### src/rtl/tick_divider.sv
// Tick divider: counts enabled ticks modulo MODULO (up or down). It toggles a
// divided square wave and emits a one-cycle strobe on every wrap.
// Optional feature: define TICK_DIVIDER_LOAD_EN to add the loadEn/loadValue
// synchronous load ports. Without it, the priority is clear > tickIn > hold.
module tick_divider #(
   parameter int unsigned WIDTH  = 5,
   parameter int unsigned MODULO = 30
) (
   input  logic             clock,
   input  logic             resetN,
   input  logic             tickIn,
   input  logic             countDown,
   input  logic             clear,
`ifdef TICK_DIVIDER_LOAD_EN
   input  logic             loadEn,
   input  logic [WIDTH-1:0] loadValue,
`endif
   output logic [WIDTH-1:0] countOut,
   output logic             clockOut,
   output logic             terminalPulse
);

   // Highest legal count value; every wrap lands on 0 or on this value.
   localparam logic [WIDTH-1:0] MAX_CNT = WIDTH'(MODULO - 1);

   // Reject parameter sets that cannot hold MODULO distinct counts.
   generate
      if ((MODULO < 2) || ((64'(1) << WIDTH) < 64'(MODULO))) begin : g_bad_params
         $fatal(1, "tick_divider: illegal parameters WIDTH=%0d MODULO=%0d", WIDTH, MODULO);
      end
   endgenerate

   logic [WIDTH-1:0] count_q, count_d;
   logic             phase_q, phase_d;
   logic             pulse_q, pulse_d;

   // Next-state logic: clear > load > tick > hold. The strobe defaults to low.
   always_comb begin
      count_d = count_q;
      phase_d = phase_q;
      pulse_d = 1'b0;
      if (clear) begin
         count_d = '0;
         phase_d = 1'b0;
      end
`ifdef TICK_DIVIDER_LOAD_EN
      else if (loadEn) begin
         // Out-of-range load values saturate so the count never leaves range.
         count_d = (loadValue > MAX_CNT) ? MAX_CNT : loadValue;
      end
`endif
      else if (tickIn) begin
         if (countDown) begin
            if (count_q == '0) begin
               count_d = MAX_CNT;
               phase_d = ~phase_q;
               pulse_d = 1'b1;
            end else begin
               count_d = count_q - WIDTH'(1);
            end
         end else begin
            if (count_q >= MAX_CNT) begin
               count_d = '0;
               phase_d = ~phase_q;
               pulse_d = 1'b1;
            end else begin
               count_d = count_q + WIDTH'(1);
            end
         end
      end
   end

   // State registers with asynchronous active-low reset.
   always_ff @(posedge clock or negedge resetN) begin
      if (!resetN) begin
         count_q <= '0;
         phase_q <= 1'b0;
         pulse_q <= 1'b0;
      end else begin
         count_q <= count_d;
         phase_q <= phase_d;
         pulse_q <= pulse_d;
      end
   end

   assign countOut      = count_q;
   assign clockOut      = phase_q;
   assign terminalPulse = pulse_q;

endmodule

### config.mk
export PLATFORM = sky130hd
export DESIGN_NAME = tick_divider
export DESIGN_NICKNAME = d
export VERILOG_FILES = /design/src/rtl/tick_divider.sv
export SDC_FILE = /design/constraint.sdc
export NUM_CORES = 1
export LEC_CHECK = 0
export ABC_CLOCK_PERIOD_IN_PS = 4150
export BUFFER_PORTS_ARGS = -buffer_cell sky130_fd_sc_hd__buf_2
export CAP_MARGIN = 15
export CORE_AREA = 3 3 40 42
export CTS_CLUSTER_SIZE = 16
export DETAILED_ROUTE_END_ITERATION = 8
export DIE_AREA = 0 0 43 45
export GPL_TIMING_DRIVEN = 0
export SETUP_SLACK_MARGIN = 0.1
export SKIP_LAST_GASP = 1
export SLEW_MARGIN = 10
export SYNTH_ARGS = -nofsm -noshare
export SYNTH_HDL_FRONTEND = slang
export SYNTH_SLANG_ARGS = --single-unit
### constraint.sdc
create_clock -name clock -period 4.15 [get_ports clock]
set_clock_uncertainty 0.2 [all_clocks]
set_input_delay 0.2075 -clock clock [delete_from_list [all_inputs] [get_ports clock]]
set_output_delay 0.2075 -clock clock [all_outputs]
set_load 0.03 [all_outputs]
After elaboration in Yosys (flattened, before gate mapping)

Index checks and enable logic that the tools add are counted.
Widths: inputs -> output; s select.

Add/subtract/negate cells: 2
Order comparisons: 1
Equal/unequal tests: 1
Mux-type cells: 15
Bitwise logic cells: 1
Reductions and logical operators: 4

Operators by type and width:

| kind                | count |
|---|---|
| $mux 5              | 5 |
| $mux 1              | 10 |
| $add 5x1->5 const B | 1 |
| $ge 5x5->1 const B  | 1 |
| $logic_not 5->1     | 1 |
| $sub 5x1->5 const B | 1 |
| $ne 3x1->1 const B  | 1 |
| $reduce_and 3->1    | 1 |
| $reduce_bool 3->1   | 1 |
| $reduce_bool 2->1   | 1 |
| $not 1->1           | 1 |

Flip-flop bits (word level): 7
Input port bits: 5

Depth between registers and ports, before layout

Depth after elaboration: 5
Depth in mapped cells: 6
Depth with buffers taken out: 6

Worst setup path before layout

Ideal clock, no wire load.

Kind: reg-to-reg
Start point: register count_q[0], in the netlist countOut[0]
End point: register phase_q, in the netlist clockOut
Setup time: 0.127 ns
Arrival: 1.765 ns
Required time: 3.823 ns
Setup slack: 2.057 ns
Cell stages (with the launch flop): 6
Path buffers: 0
Cells stage by stage: dfrtp_1 > ha_1 > nor3_1 > or3_4 > a21boi_2 > mux2_1

Longest elaborated chain between the ends: 3

RTL lines:

| element                                                          | line   | RTL |
|---|---|---|
| start: declaration                                               | 33     | `logic [WIDTH-1:0] count_q, count_d;` |
| start signal: assignment                                         | 80     | `count_q <= count_d;` |
| $ge 5x5->1 or $logic_not 5->1 (tied branches)                    | 62, 54 |  |
| $reduce_bool 3->1 (no source line) or $ne 3x1->1 (tied branches) | n/a    |  |
| $reduce_and 3->1 (no source line) (*)                            | n/a    |  |
| end signal: assignment                                           | 81     | `phase_q <= phase_d;` |
| end: declaration                                                 | 34     | `logic phase_q, phase_d;` |

Every way passes the cells marked *; elsewhere a longest branch is shown, timed or not.
A chain may end at the register's enable or synchronous reset.

Worst setup path after layout

Start point: register count_q[1], in the netlist countOut[1]
End point: register phase_q, in the netlist clockOut

Same word-level chain as after synthesis.

==> results.py <==
metrics = {
    "clock_tree": {
        "htreeDepth": 1,
        "cts_inserted_buffers": 3,
        "cts_setup_buffers": 0,
        "cts_root_buf": "clkbuf_4",
        "cts_tree": "done",
        "clkSlewWorstSetupHoldPaths_ns": 0.05,
        "cts_num_sinks": 7,
        "clk_latency_ns": 0.25,
        "cts_buffer_depth": 2,
    },
    "worst_setup_path": {
        "arrival_ns": 1.97,
        "path_delay_family": "simple AND/OR/NAND/NOR gates",
        "reg2reg_slack_ns": 2.11,
        "critical_path.slowest_cell": "dfrtp_1",
        "cp_num_buf_inv": 1,
        "crit_chain": "inv_1, ha_1, nor3_1, or3_4, a21boi_2, mux2_1",
        "max_stage_delay_ns": 0.45,
        "criticalPathCategory": "reg2reg",
        "required_ns": 4.08,
        "end_kind": "register",
        "worstSetupStartpointType": "register",
        "path_max_fanout": 8,
    },
    "power": {
        "cellLeakagePower_nw": 0.2825,
        "cellPowerDensity_mw_per_mm2": 337.5,
        "ir_worst_vdd_mv": 0.1657,
    },
    "timing": {
        "hold_violations": 0,
        "slew_headroom_pct": 78.91,
        "fin_crit_sh_pct": 49.15,
        "fin_setup_tns_ns": 0,
        "tightest_slew_ns": 0.3164,
        "timing.fmax_ghz": 0.4903,
        "rsz0062_at_grt": "false",
        "final_max_slew_viol_count": 0,
        "setup_viol_count_final": 0,
        "min_period_ns": 2.040,
    },
    "global_route": {
        "grt-ovfl-total": 0,
        "busiest_layer": "met2",
        "grt_use_total_pct": 13.82,
        "use_met2_pct": 21.26,
        "grt_util_met1_pct": 17.89,
        "grt_pass1_wl_um": 1959,
        "grt_pass1_vias": 450,
        "grt_max_degree": 11,
        "grt_antenna_before_repair": 0,
        "grt_use_met3_pct": 4.781,
    },
    "logic_synthesis": {
        "synth_compound_area_share_pct": 24.25,
        "synthSimpleGateAreaFrac_pct": 25.00,
        "synth_top_cell_area_share_pct": 35.00,
        "syn-cell-area_um2": 500.5,
        "synth_top_family_by_area": "simple AND/OR/NAND/NOR gates",
        "synthCells": 57,
        "yosys-mux-area-fraction_pct": 2.250,
        "synth-seq-cells": 7,
        "synth_area_leaders": "dfrtp_1 35%, ha_1 7.5%, nor3_1 4.0%, o21ai_0 4.0%, nand2_1 3.8%",
        "yosysTopAreaCell": "dfrtp_1",
        "ys_seq_area_share_pct": 35.00,
        "synth_cell_type_count": 29,
        "synth_fa_ha_area_share_pct": 7.500,
        "synthesis.nets": 65,
        "syn-mean-instance-area_um2": 8.780,
        "yosysWarnings": 0,
        "yosys.area_share.xor_xnor_pct": 1.750,
    },
    "die": {
        "die_w_um": 43,
        "io_pins": 12,
        "dieArea_mm2": 0.001935,
        "initial_core_util_pct": 38.95,
        "core_mm2": 0.001285,
        "rows": 13,
        "die-height_um": 45,
    },
    "drt": {
        "wirelength_um": 1097,
        "drc_errors": 0,
        "routed-via-count": 471,
        "via_per_inst": 5.414,
        "antenna_left": 0,
        "firstDrtPassIters": 2,
        "wire_per_inst_um": 12.61,
        "drt-initial-drc-count": 5,
    },
    "final_layout": {
        "fill_cells": 143,
        "finalNetCount": 81,
        "seqCellArea_um2": 175.2,
        "mostFrequentLayoutCell": "buf_2",
        "multiInputGateArea_um2": 304.0,
        "drive_gt1_share_pct": 26.39,
        "mostFrequentLayoutCells": "12 x buf_2, 7 x dfrtp_1, 5 x nand2_1",
        "area_growth_pct": 21.00,
        "post-route-cell-area_um2": 605.6,
        "antenna_cells": 0,
    },
    "outcome": {
        "status": "finished clean",
    },
    "place": {
        "hpwl_um": 859.6,
        "dpl_cell_area_um2": 569.3,
        "place.gp.congestion": 0.7099,
        "io_buffers": 10,
    },
    "run": {
        "maxCapViolCount": 0,
    },
    "hold_path": {
        "hp-class": "in2reg",
    },
}
[layer usage]
layer / share of wire [%] / vias up
met4: 1.1 / 0
met1: 48 / 222
met5: 0 / -
li1: - / 235
met3: 4.4 / 2
met2: 46 / 12
[repair_timing]
item / CTS / global route
setup endpoints to repair: 0 / 0
endpoints found under the hold margin: 7 / 0
hold buffers: 1 / 0
resized for setup: 0 / 0
[registers in the layout (all words and copies together), names as in the netlist]
name,count
clockOut,1
countOut,5
terminalPulse,1
[cell type report]
class	instances	share of cell area (%)
multi-input cells	45	50.21
flip-flops and latches	7	28.93
repair buffers	11	9.917
clock buffers	4	4.339
well taps	15	3.099
plain buffers	3	2.273
inverters	2	1.240
[power breakdown]
part	leakage (nW)	internal, W	switching, W	total [W]
clock network	0.0150	0.0000367	0.0000247	0.0000613
logic	0.174	0.0000243	0.0000376	0.0000619
registers	0.0939	0.0000739	0.00000720	0.0000811
total	0.282	0.000135	0.0000695	0.000204
[final timing paths]
kind,from,to,cells past startpoint
max in group asynchronous,resetN,countOut[2],2
min reg2reg,countOut[4],countOut[4],1
min in group asynchronous,resetN,terminalPulse,2
max,countOut[1],clockOut,6
min,clear,countOut[0],2
max reg2reg,countOut[1],clockOut,6
[synthesized netlist by cell type]
library cell / instances
dfrtp_1: 7
nand2_1: 5
nor3_1: 4
o21ai_0: 4
ha_1: 3
nand2b_1: 3
nor2b_1: 3
a21oi_1: 2
a311oi_1: 2
buf_2: 2
inv_1: 2
nand3_1: 2
nor2_1: 2
a211oi_1: 1
a21bo_2: 1
a21boi_0: 1
a21boi_2: 1
a22o_1: 1
a31oi_1: 1
clkbuf_1: 1
mux2_1: 1
nand3b_1: 1
nand4_1: 1
o21a_1: 1
o221ai_1: 1
o22ai_1: 1
or2_2: 1
or3_4: 1
xor2_1: 1
[kinds of logic after synthesis]
group                    Yosys count
XOR/XNOR                           1
AND/OR/NAND/NOR                   23
AO/OA/AOI/OAI                     17
flip-flops                         7
multiplexers                       1
buffers and inverters              5
adder cells (fa/ha/maj)            3
[worst reg2reg max path: stages, from the launching register on]
cell	delay [ns]
dfrtp_1	0.45
inv_1	0.13
ha_1	0.17
nor3_1	0.06
or3_4	0.42
a21boi_2	0.15
mux2_1	0.33
[through the flow]
stage | worst slack, ns | std cells | utilization (%) | hold WS, ns | power [W]
after floorplan | 2.057 | 57 | - | -0.2881 | 0.0001267
after global placement | 2.109 | 82 | 44.30 | -0.1543 | 0.0001435
after detailed placement | 2.101 | 82 | 44.30 | -0.1468 | 0.0001447
after CTS | 2.088 | 87 | 47.13 | 0.008311 | 0.0002084
after global routing | 2.010 | 87 | 47.13 | 0.009570 | 0.0002215
final | 2.110 | 87 | 47.13 | 0.01633 | 0.0002044
(Power assumes the default switching activity.)
